## config.mk

```make
export PLATFORM = sky130hd
export DESIGN_NAME = seg_mux_controller
export DESIGN_NICKNAME = d
export VERILOG_FILES = /design/src/rtl/seg_mux_controller.sv
export SDC_FILE = /design/constraint.sdc
export NUM_CORES = 1
export LEC_CHECK = 0
export ABC_AREA = 1
export CAP_MARGIN = 20
export CORE_UTILIZATION = 43
export CTS_BUF_LIST = sky130_fd_sc_hd__clkbuf_8
export DETAILED_ROUTE_END_ITERATION = 7
export PLACE_DENSITY_LB_ADDON = 0.15
export RECOVER_POWER = 50
export SYNTH_ARGS = -nofsm -noshare
export SYNTH_HDL_FRONTEND = slang
export SYNTH_SLANG_ARGS = --single-unit
```

## constraint.sdc

```tcl
create_clock -name clk -period 3.71 [get_ports clk]
set_input_delay 0.742 -clock clk [delete_from_list [all_inputs] [get_ports clk]]
set_output_delay 0.742 -clock clk [all_outputs]
set_load 0.03 [all_outputs]
```

## src/rtl/seg_mux_controller.sv

```systemverilog
// Multiplexed N-digit common-anode 7-segment driver with tear-free loads and leading-zero blanking.
// Optional per-slot dimming via `define SEG_DIMMING_EN (adds the 4-bit duty input).
module seg_mux_controller #(
    parameter int NUM_DIGITS = 6,
    parameter int CLK_DIV    = 100000,
    parameter int IDX_W      = $clog2(NUM_DIGITS)
) (
    input  logic                    clk,
    input  logic                    reset,
    input  logic [4*NUM_DIGITS-1:0] digits,
    input  logic [NUM_DIGITS-1:0]   dp,
    input  logic                    load,
    input  logic                    blank_lz,
`ifdef SEG_DIMMING_EN
    input  logic [3:0]              duty,
`endif
    output logic [7:0]              seg,
    output logic [NUM_DIGITS-1:0]   seg_sel,
    output logic                    frame_done
);

    localparam int PS_W = (CLK_DIV > 1) ? $clog2(CLK_DIV) : 1;
    localparam logic [PS_W-1:0]  PS_LAST  = PS_W'(CLK_DIV - 1);
    localparam logic [IDX_W-1:0] IDX_LAST = IDX_W'(NUM_DIGITS - 1);

    logic [PS_W-1:0]         prescaler;
    logic [IDX_W-1:0]        index;
    logic [4*NUM_DIGITS-1:0] shadow_digits, stage_digits;
    logic [NUM_DIGITS-1:0]   shadow_dp, stage_dp;
    logic                    pending;

    logic                    tick, wrap;
    logic [NUM_DIGITS-1:0]   blank_mask;
    logic                    run_zero;
    logic [3:0]              cur_nib;
    logic                    cur_dp;
    logic                    slot_on;
    logic [7:0]              next_seg;
    logic [NUM_DIGITS-1:0]   next_sel;

    function automatic logic [6:0] decode(input logic [3:0] v);
        case (v)
            4'h0: decode = 7'h3F;
            4'h1: decode = 7'h06;
            4'h2: decode = 7'h5B;
            4'h3: decode = 7'h4F;
            4'h4: decode = 7'h66;
            4'h5: decode = 7'h6D;
            4'h6: decode = 7'h7D;
            4'h7: decode = 7'h07;
            4'h8: decode = 7'h7F;
            4'h9: decode = 7'h6F;
            4'hA: decode = 7'h77;
            4'hB: decode = 7'h7C;
            4'hC: decode = 7'h39;
            4'hD: decode = 7'h5E;
            4'hE: decode = 7'h79;
            default: decode = 7'h71;
        endcase
    endfunction

    assign tick = (prescaler == PS_LAST);
    assign wrap = tick && (index == IDX_LAST);

`ifdef SEG_DIMMING_EN
    logic [31:0] on_limit;
    assign on_limit = (32'(CLK_DIV) * {28'd0, duty}) >> 4;
    assign slot_on  = (32'(prescaler) < on_limit);
`else
    assign slot_on = 1'b1;
`endif

    // A digit blanks only if it and every more-significant digit are zero with no dp lit.
    always_comb begin
        blank_mask = '0;
        run_zero   = blank_lz;
        for (int i = NUM_DIGITS - 1; i >= 1; i--) begin
            run_zero      = run_zero & (shadow_digits[4*i +: 4] == 4'd0) & ~shadow_dp[i];
            blank_mask[i] = run_zero;
        end
    end

    always_comb begin
        cur_nib  = shadow_digits[4*int'(index) +: 4];
        cur_dp   = shadow_dp[index];
        next_sel = ~(NUM_DIGITS'(1) << index);
        next_seg = blank_mask[index] ? 8'hFF : ~{cur_dp, decode(cur_nib)};
        if (!slot_on) begin
            next_sel = '1;
            next_seg = 8'hFF;
        end
    end

    always_ff @(posedge clk or posedge reset) begin
        if (reset) begin
            prescaler     <= '0;
            index         <= '0;
            shadow_digits <= '0;
            shadow_dp     <= '0;
            stage_digits  <= '0;
            stage_dp      <= '0;
            pending       <= 1'b0;
            seg           <= 8'hFF;
            seg_sel       <= '1;
            frame_done    <= 1'b0;
        end else begin
            prescaler  <= tick ? '0 : prescaler + 1'b1;
            frame_done <= wrap;
            if (tick)
                index <= wrap ? '0 : index + 1'b1;

            // Shadow only changes at the frame boundary; a load on that very tick bypasses staging.
            if (wrap) begin
                if (load) begin
                    shadow_digits <= digits;
                    shadow_dp     <= dp;
                end else if (pending) begin
                    shadow_digits <= stage_digits;
                    shadow_dp     <= stage_dp;
                end
                pending <= 1'b0;
            end else if (load) begin
                stage_digits <= digits;
                stage_dp     <= dp;
                pending      <= 1'b1;
            end

            seg     <= next_seg;
            seg_sel <= next_sel;
        end
    end

endmodule

```

==> metrics.cfg, run 1 <==
[clocking]
root_buffer=clkbuf_8
insertion_delay_ns=0.37
post_cts_buffers=0
clkTransAtPathRegs_ns=0.09
cts_resized=0
cts_tree=yes
max-clock-path-buffers=2
ctsHtreeMaxLevel=3
hold_buffers=0
cts.sink_count=96
numCtsBuffers=9

[drt]
via_per_inst=4.89
drc=0
vias=3725
drt_first_iter_violations=204
drtAntennaViolNets=0
firstDrtPassIters=5
drt-wirelength-per-cell_um=12.8
routed_wl_um=9720

[floorplanning]
start_util_pct=44.2
die-area_sq_um=12200
die_h_um=110
die_w_um=110
fp-row-count=39
ios=49
coreArea_sq_um=11400

[worst_setup_path]
cp_num_buf_inv=2
r2r_slack_ns=1.14
crit_chain=inv_1 -> nand2_1 -> nand3_1 -> nand2_1 -> a21oi_1 -> inv_1 -> ha_1 -> nand3b_1 -> nand3_1 -> nand3_1
critical_path.top_delay_family=buffers and inverters
path_depth=10
slowest_delay_ns=0.56
r2r_start=index[0]$_DFFE_PP0N_
worst_path_max_delay_cell=dfrtp_1
arrival_ns=2.85
cp-start-kind=register
worstSetupPathType=register to register
crit_path_frequent_cell=nand3_1
reg2reg_depth=10
worstPathMaxFanout=23
timing.rr.end=seg[3]$_DFF_PP1_
cp.required_ns=3.99
worstSetupEndpoint=seg[3]$_DFF_PP1_
startpoint=index[0]$_DFFE_PP0N_
critPathCaptureType=register

[synthesis]
synth_warnings=0
synth_top_cell_area_share_pct=40.6
synthTopCellsByArea=dfrtp_1 (41%), nand2_1 (11%), dfstp_2 (7.3%), nand3_1 (6.9%), mux2i_1 (5.9%)
yosys.area.top_type=dfrtp_1
yosysSeqAreaShare_pct=47.9
netlist_top_cells_count=nand2_1 (154), dfrtp_1 (82), nand3_1 (70)
synth.most_common_cell=nand2_1
async_reset_ff_share_pct=100
synth_edf_count=0
syn_area_per_cell_sq_um=8.77
synthFlopType=dfrtp_1
synthesis.area_sq_um=5050
ys_types=40
syn_inst=576
synth.net_count=621
ys_seq_elements=96

[worst_hold_path]
hold_class=register to register

[timing]
finalHoldViolations=0
setup_viol=0
worst_slack_ns=1.14
finalMaxSlewViolations=35
slew_headroom_pct=-1.18
period_share_pct=69.3
tns_ns=0
rsz0062_at_grt=false
worstMarginPinSlew_ns=1.51
fin_skew_ns=0.0108
min_period_ns=2.57
clock.fmax_mhz=389

[final_layout]
n_fill_cell=1081
final_layout_size_suffix_gt1_share_pct=12.9
final_cells=762
fin_util_pct=50.0
nets=659
syn_to_final_growth_pct=13.0
antenna_cells=0

[grt]
grt_pass1_vias=3421
grt_max_degree=63
grt_overflow_total=0
antenna_found_initial=0
grt_usage_pct=17.7
grt_pass1_wl_um=16500

[placed_design]
portBuffers=48
dp_slack_ns=1.34
routabilityCongestion=0.846
dp_cells=746
dp_hpwl_um=6780

[power_and_ir_drop]
power.leakage_nw=2.86
ir_worst_vdd_mv=0.395
total_power_mw=1.92
p_per_area_nw_per_um2=336

[outcome]
violations=max-capacitance violations, max-slew violations
status=finished, violations left

[flow_run]
cap_violations=1

[cell families (layout without fill, tap and decap cells)]
kind of cell | after synthesis | in the layout | share of synthesized area, %
xor+xnor | 5 | 5 | 0.867
fa+ha+maj | 11 | 11 | 2.72
flops | 96 | 96 | 47.9
mux | 30 | 30 | 5.95
compound gates | 62 | 62 | 8.72
simple gates | 286 | 286 | 25.2
buf+inv | 86 | 129 | 8.60
[power by group]
| part | switching [mW] | internal (mW) | total, mW |
|---|---|---|---|
| logic | 0.0816 | 0.0667 | 0.148 |
| registers | 0.0139 | 1.08 | 1.09 |
| clock network | 0.356 | 0.326 | 0.682 |
| total | 0.451 | 1.47 | 1.92 |
[worst min path at each step]
| stage | endpoint | cells after the start | slack, ns | from |
|---|---|---|---|---|
| after CTS | prescaler[0]$_DFF_PP0_ | 1 | 0.47 | prescaler[0]$_DFF_PP0_ |
| final | prescaler[0]$_DFF_PP0_ | 1 | 0.46 | prescaler[0]$_DFF_PP0_ |
| after global placement | prescaler[0]$_DFF_PP0_ | 1 | 0.45 | prescaler[0]$_DFF_PP0_ |
| after global routing | stage_digits[12]$_DFFE_PP0P_ | 2 | 0.49 | stage_digits[12]$_DFFE_PP0P_ |
| after floorplan | prescaler[0]$_DFF_PP0_ | 1 | 0.43 | prescaler[0]$_DFF_PP0_ |
| after detailed placement | prescaler[0]$_DFF_PP0_ | 1 | 0.45 | prescaler[0]$_DFF_PP0_ |
[per-stage QoR]
| stage | hold WS, ns | area, sq um |
|---|---|---|
| final | 0.463 | 5710 |
| after global routing | 0.493 | 5710 |
| after CTS | 0.466 | 5740 |
| after detailed placement | 0.453 | 5540 |
| after global placement | 0.447 | 5540 |
| after floorplan | 0.433 | 5050 |
[layout make-up]
cell class / instances / area, sq um / area share, %
Sequential cell: 96 / 2420 / 42.4
Timing Repair Buffer: 50 / 503 / 8.81
Inverter: 63 / 240 / 4.21
Multi-Input combinational cell: 394 / 2170 / 38.0
Tap cell: 143 / 179 / 3.13
Clock buffer: 10 / 138 / 2.41
Clock inverter: 6 / 60.1 / 1.05
[sequential cells by signal, indices dropped and copies added (netlist names)]
| signal | count |
|---|---|
| frame_done | 1 |
| index | 3 |
| pending | 1 |
| prescaler | 17 |
| seg | 8 |
| seg_sel | 6 |
| shadow_digits | 24 |
| shadow_dp | 6 |
| stage_digits | 24 |
| stage_dp | 6 |
[per-layer routing]
layer  routed length [um]  global-route usage [%]  vias up
met1                 4620                    24.3     1708
met3                  459                    4.06       14
met2                 4490                    27.4       81
li1                     -                       -     1922
met4                  158                    6.20        0
met5                    0                       0        -
[cell usage in the layout (no fill, tap or decap), types with 2 or more instances in the layout]
master and n:
nand2_1 155, dfrtp_1 82, nand3_1 70, inv_1 60, clkdlybuf4s50_1 46, nor2_1 39, mux2i_1 30, o21ai_2 30
o21ai_0 15, dfstp_2 14, ha_1 11, a21oi_1 10, clkbuf_8 10, or2_2 5, nand2_2 4, xor2_1 4
nor3_1 3, nand4_1 3, nand2_4 2, o21ai_1 2, clkinv_2 2
No activity file was read; power rests on OpenSTA's default activity.
==> run 2: changes to the inputs <==
clock period = 2.13 ns   (was 3.71 ns; I/O delays follow)
==> metrics.cfg, run 2 (synthesized netlist as in run 1, its figures left out) <==
[outcome]
status=finished clean

[drt]
firstDrtPassIters=4  ; -1
drtAntennaViolNets=0  ; unchanged
drt-wirelength-per-cell_um=12.9  ; +1.3%
drc=0  ; unchanged
via_per_inst=4.92  ; +0.74%
drt_first_iter_violations=215  ; +5.4%
routed_wl_um=9960  ; +2.4%
vias=3797  ; +1.9%

[final_layout]
seq_area_sq_um=2420  ; unchanged
antenna_cells=0  ; unchanged
syn_to_final_growth_pct=16.3
multi_input_area_sq_um=2190  ; +1.2%
layout_commonest_cell=nand2_1
top_regs=shadow_digits: 24 flops, stage_digits: 24 flops, prescaler: 17 flops
fin_util_pct=51.5  ; +1.5 points
nets=668  ; +1.4%
n_fill_cell=1107  ; +2.4%
fin_area_sq_um=5880  ; +3.0%
final_layout_size_suffix_gt1_share_pct=14.8  ; +1.9 points
mostFrequentLayoutCells=nand2_1 (155), dfrtp_1 (82), nand3_1 (70)

[grt]
grt_pass1_vias=3627  ; +6.0%
grt_pass1_wl_um=17000  ; +2.9%
grt_max_degree=61  ; -3.2%
grt_usage_pct=18.5  ; +0.77 points
grt_overflow_total=0  ; unchanged
antenna_found_initial=0  ; unchanged

[power_and_ir_drop]
combPwrFrac_pct=7.0  ; -0.7 points
internal_power_mw=2.92  ; +99%
power.leakage_nw=2.97  ; +3.7%
p_per_area_nw_per_um2=636  ; +89%
switchingPower_mw=0.818  ; +81%
ir_worst_vdd_mv=0.385  ; -2.6%
pwr-share-seq_pct=50.8  ; -5.9 points
clkPwrFrac_pct=42.2  ; +6.7 points
netSwitchingFraction_pct=21.9  ; -1.6 points

[worst_setup_path]
cp-start-kind=register
startpoint=seg_sel[2]$_DFF_PP1_
worstSetupPathType=register to primary output
r2r_start=prescaler[0]$_DFF_PP0_
r2r_slack_ns=0.24  ; -0.90 ns
worstPathMaxFanout=1  ; -96%
timing.rr.end=stage_digits[10]$_DFFE_PP0P_
worst_path_max_delay_cell=clkdlybuf4s50_1
critPathCaptureType=primary output
cp.required_ns=1.70  ; -2.29 ns
path_depth=1  ; -9
cp_num_buf_inv=1  ; -1
slowest_delay_ns=0.66  ; +0.10 ns
critical_path.top_delay_family=buffers and inverters
crit_chain=clkdlybuf4s50_1
reg2reg_depth=11  ; +1
arrival_ns=1.56  ; -1.29 ns
worstSetupEndpoint=seg_sel[2]

[clocking]
numCtsBuffers=9  ; unchanged
clkTransAtPathRegs_ns=0.09  ; about the same
cts_tree=yes
post_cts_buffers=0  ; unchanged
ctsHtreeMaxLevel=3  ; unchanged
cts_resized=0  ; unchanged
hold_buffers=0  ; unchanged
insertion_delay_ns=0.38  ; about the same
root_buffer=clkbuf_8
max-clock-path-buffers=2  ; unchanged
cts.sink_count=96  ; unchanged

[floorplanning]
fp-row-count=39  ; unchanged
coreArea_sq_um=11400  ; unchanged
die_w_um=110  ; unchanged
die-area_sq_um=12200  ; unchanged
die_h_um=110  ; unchanged
start_util_pct=44.2  ; unchanged
ios=49  ; unchanged

[placed_design]
routabilityCongestion=0.932  ; +10%
dp_hpwl_um=7190  ; +6.1%
portBuffers=48  ; unchanged
placement.cell_area_sq_um=5620  ; +1.5%

[timing]
min_period_ns=1.98
tns_ns=0  ; unchanged
finalHoldViolations=0  ; unchanged
setup_viol=0  ; unchanged
slew_headroom_pct=5.78  ; +7.0 points
finalMaxSlewViolations=0  ; -100%
clock.fmax_mhz=504
rsz0062_at_grt=false
period_share_pct=93.1
fin_skew_ns=0.00988  ; -0.000958 ns
worstMarginPinSlew_ns=1.41  ; -0.0962 ns

[worst_hold_path]
hold_class=input pin to register
min_delay_path_depth=4  ; +3

[flow_run]
cap_violations=0  ; -1

## run 2: cell count changes in the layout (fill, tap and decap cells not counted), moves of 2 or more
| cell | before | now |
|---|---|---|
| buf_4 | 1 | 6 |
| bufinv_16 | 1 | 4 |
| clkbuf_2 | 0 | 2 |
| clkinv_2 | 2 | 0 |
| inv_1 | 60 | 58 |
| inv_2 | 1 | 3 |
| nor2_1 | 39 | 36 |
## run 2: layer usage
metal | part of all wire, % | GRT usage, %
met5 | 0 | 0
met4 | 2.0 | 8.36
met3 | 3.4 | 3.53
met2 | 46 | 29.2
met1 | 48 | 24.6
## run 2: worst min path at each step
| stage | from | endpoint | slack [ns] |
|---|---|---|---|
| 2_1_floorplan | prescaler[0]$_DFF_PP0_ | prescaler[0]$_DFF_PP0_ | 0.43 |
| 3_3_place_gp | prescaler[0]$_DFF_PP0_ | prescaler[0]$_DFF_PP0_ | 0.45 |
| 3_5_place_dp | stage_digits[19]$_DFFE_PP0P_ | stage_digits[19]$_DFFE_PP0P_ | 0.46 |
| 4_1_cts | load | pending$_DFFE_PP0P_ | 0.44 |
| 5_1_grt | load | pending$_DFFE_PP0P_ | 0.47 |
| 6_report | load | pending$_DFFE_PP0P_ | 0.46 |
## run 2: power by group through the flow
stage	sequential, mW	clock (mW)	combinational [mW]
after global placement	1.93	0	0.267
after CTS	1.90	1.62	0.273
after floorplan	1.93	0	0.167
after global routing	1.90	1.69	0.295
final	1.90	1.58	0.262
after detailed placement	1.93	0	0.272
## run 2: final cells by class
cell class | count | share of cell area (%)
sequential | 96 | 41.2
multi-input combinational | 394 | 37.3
timing repair buffer | 59 | 9.77
inverter | 63 | 4.09
tap | 143 | 3.04
clock buffer | 10 | 2.34
clock inverter | 6 | 2.24
## run 2: stage by stage
stage	hold slack, ns	total power [mW]	std cells	setup WS [ns]
floorplan	0.433	2.09	576	0.321
global placement	0.446	2.20	755	0.286
detailed placement	0.457	2.20	755	0.258
CTS	0.440	3.79	771	0.116
global route	0.474	3.89	771	0.0779
finish	0.459	3.73	771	0.148
==> run 3: changes to the inputs <==
==> constraint.sdc (replaced) <==
create_clock -name clk -period 2.13 [get_ports clk]
set_input_delay 0.426 -clock clk [delete_from_list [all_inputs] [get_ports clk]]
set_output_delay 0.426 -clock clk [all_outputs]
set_load 0.05 [all_outputs]
==> metrics.cfg, run 3 (synthesized netlist as in run 1, its figures left out) <==
[worst_hold_path]
min_from=load
min_delay_path_depth=4  ; unchanged
min_to=pending$_DFFE_PP0P_
hold_class=input pin to register

[clocking]
insertion_delay_ns=0.38  ; about the same
numCtsBuffers=9  ; unchanged
clkTransAtPathRegs_ns=0.09  ; about the same
hold_buffers=0  ; unchanged
cts_tree=yes
max-clock-path-buffers=2  ; unchanged
ctsHtreeMaxLevel=3  ; unchanged
root_buffer=clkbuf_8
cts.sink_count=96  ; unchanged

[timing]
rsz0062_at_grt=false
slew_headroom_pct=5.90  ; +0.12 points
min_period_ns=1.94  ; -0.0406 ns
clock.fmax_mhz=515  ; +2.1%
finalMaxSlewViolations=0  ; unchanged
fin_skew_ns=0.0112  ; +0.00131 ns
worstMarginPinSlew_ns=1.41  ; -0.00177 ns
finalHoldViolations=0  ; unchanged
period_share_pct=91.2  ; -1.9 points
tns_ns=0  ; unchanged
setup_viol=0  ; unchanged

[grt]
grt_max_degree=61  ; unchanged
grt_usage_pct=18.5  ; unchanged
grt_pass1_vias=3627  ; unchanged
antenna_found_initial=0  ; unchanged
grt_overflow_total=0  ; unchanged
grt_pass1_wl_um=17000  ; unchanged

[floorplanning]
coreArea_sq_um=11400  ; unchanged
fp-row-count=39  ; unchanged
die-area_sq_um=12200  ; unchanged
die_w_um=110  ; unchanged
start_util_pct=44.2  ; unchanged
ios=49  ; unchanged
die_h_um=110  ; unchanged

[final_layout]
final_cells=771  ; unchanged
syn_to_final_growth_pct=16.1
mostFrequentLayoutCells=nand2_1 (155), dfrtp_1 (82), nand3_1 (70)
final_layout_size_suffix_gt1_share_pct=14.8  ; unchanged
nets=668  ; unchanged
layout_commonest_cell=nand2_1
top_regs=shadow_digits: 24 flops, stage_digits: 24 flops, prescaler: 17 flops
antenna_cells=0  ; unchanged

[worst_setup_path]
worstSetupPathType=register to primary output
crit_chain=clkdlybuf4s50_1
arrival_ns=1.52  ; -0.04 ns
r2r_slack_ns=0.24  ; about the same
timing.rr.end=stage_digits[20]$_DFFE_PP0P_
cp.required_ns=1.70  ; about the same
r2r_start=prescaler[0]$_DFF_PP0_
worst_path_max_delay_cell=clkdlybuf4s50_1
reg2reg_depth=11  ; unchanged
worstPathMaxFanout=1  ; unchanged
critPathCaptureType=primary output
cp-start-kind=register
cp_num_buf_inv=1  ; unchanged
slowest_delay_ns=0.80  ; +0.14 ns
critical_path.top_delay_family=buffers and inverters

[power_and_ir_drop]
power.leakage_nw=3.00  ; +1.1%
p_per_area_nw_per_um2=638  ; +0.35%
ir_worst_vdd_mv=0.385  ; about the same

[drt]
drc=0  ; unchanged
drtAntennaViolNets=0  ; unchanged
drt-wirelength-per-cell_um=12.9  ; +0.12%
routed_wl_um=9970  ; +0.12%
firstDrtPassIters=4  ; unchanged
vias=3780  ; -0.45%
drt_first_iter_violations=214  ; -0.47%
via_per_inst=4.90  ; -0.45%

[flow_run]
cap_violations=0  ; unchanged

[placed_design]
dp_hpwl_um=7190  ; unchanged
dp_cells=755  ; unchanged
routabilityCongestion=0.932  ; unchanged
portBuffers=48  ; unchanged

[outcome]
status=finished clean

## run 3: changes by cell type in the layout (fill, tap and decap cells not counted), sizes merged
cell           before  now
dlygate4sd2         0   13
dlymetal6s2s        0    1
clkdlybuf4s50      47   33
## run 3: through the flow
| step | setup slack [ns] | instance area [sq um] | hold slack, ns | util, % | power, mW |
|---|---|---|---|---|---|
| after global routing | 0.0980 | 5860 | 0.474 | 51.3 | 3.89 |
| after detailed placement | 0.258 | 5620 | 0.457 | 49.2 | 2.20 |
| after global placement | 0.286 | 5620 | 0.446 | 49.2 | 2.20 |
| final | 0.188 | 5860 | 0.458 | 51.3 | 3.74 |
| after CTS | 0.00119 | 5870 | 0.440 | 51.4 | 3.79 |
| after floorplan | 0.321 | 5050 | 0.433 | - | 2.09 |
## run 3: power by group
group | switching, mW | total (mW) | internal, mW
Combinational | 0.144 | 0.262 | 0.118
Clock | 0.653 | 1.58 | 0.926
Sequential | 0.0251 | 1.90 | 1.87
Total | 0.822 | 3.74 | 2.92
## run 3: worst max-delay path by stage
stage | from | to | cells after the start
2_1_floorplan | index[0]$_DFFE_PP0N_ | seg[3]$_DFF_PP1_ | 11
3_3_place_gp | prescaler[0]$_DFF_PP0_ | stage_digits[0]$_DFFE_PP0P_ | 11
3_5_place_dp | prescaler[0]$_DFF_PP0_ | stage_digits[10]$_DFFE_PP0P_ | 11
4_1_cts | seg[2]$_DFF_PP1_ | seg[2] | 1
5_1_grt | reset | stage_digits[9]$_DFFE_PP0P_ | 3
6_report | frame_done$_DFF_PP0_ | frame_done | 1
## run 3: tightest hold or removal path: stages
cell and delay (ns):
buf_2 0.13, or2_2 0.15, nand2_1 0.06, inv_1 0.04
## run 3: repair_timing
| action | 4_1_cts | 5_1_grt |
|---|---|---|
| gates resized for setup | 13 | 1 |
| setup endpoints to repair | 13 | 1 |
| setup buffers | 0 | 0 |
## run 3: routing by layer
metal	track usage [%]	up-vias	wire length, um	share of wire [%]
li1	-	1939	-	-
met1	24.6	1765	4830	48
met2	29.2	62	4600	46
met3	3.53	14	344	3.5
met4	8.36	0	203	2.0
met5	0	-	0	0
## run 3: cell type report
type                            instances  area (sq um)
Tap cell                              143           179
Clock inverter                          6           131
Inverter                               63           240
Sequential cell                        96          2420
Timing Repair Buffer                   59           561
Fill cell                            1106          5560
Clock buffer                           10           138
Multi-Input combinational cell        394          2190
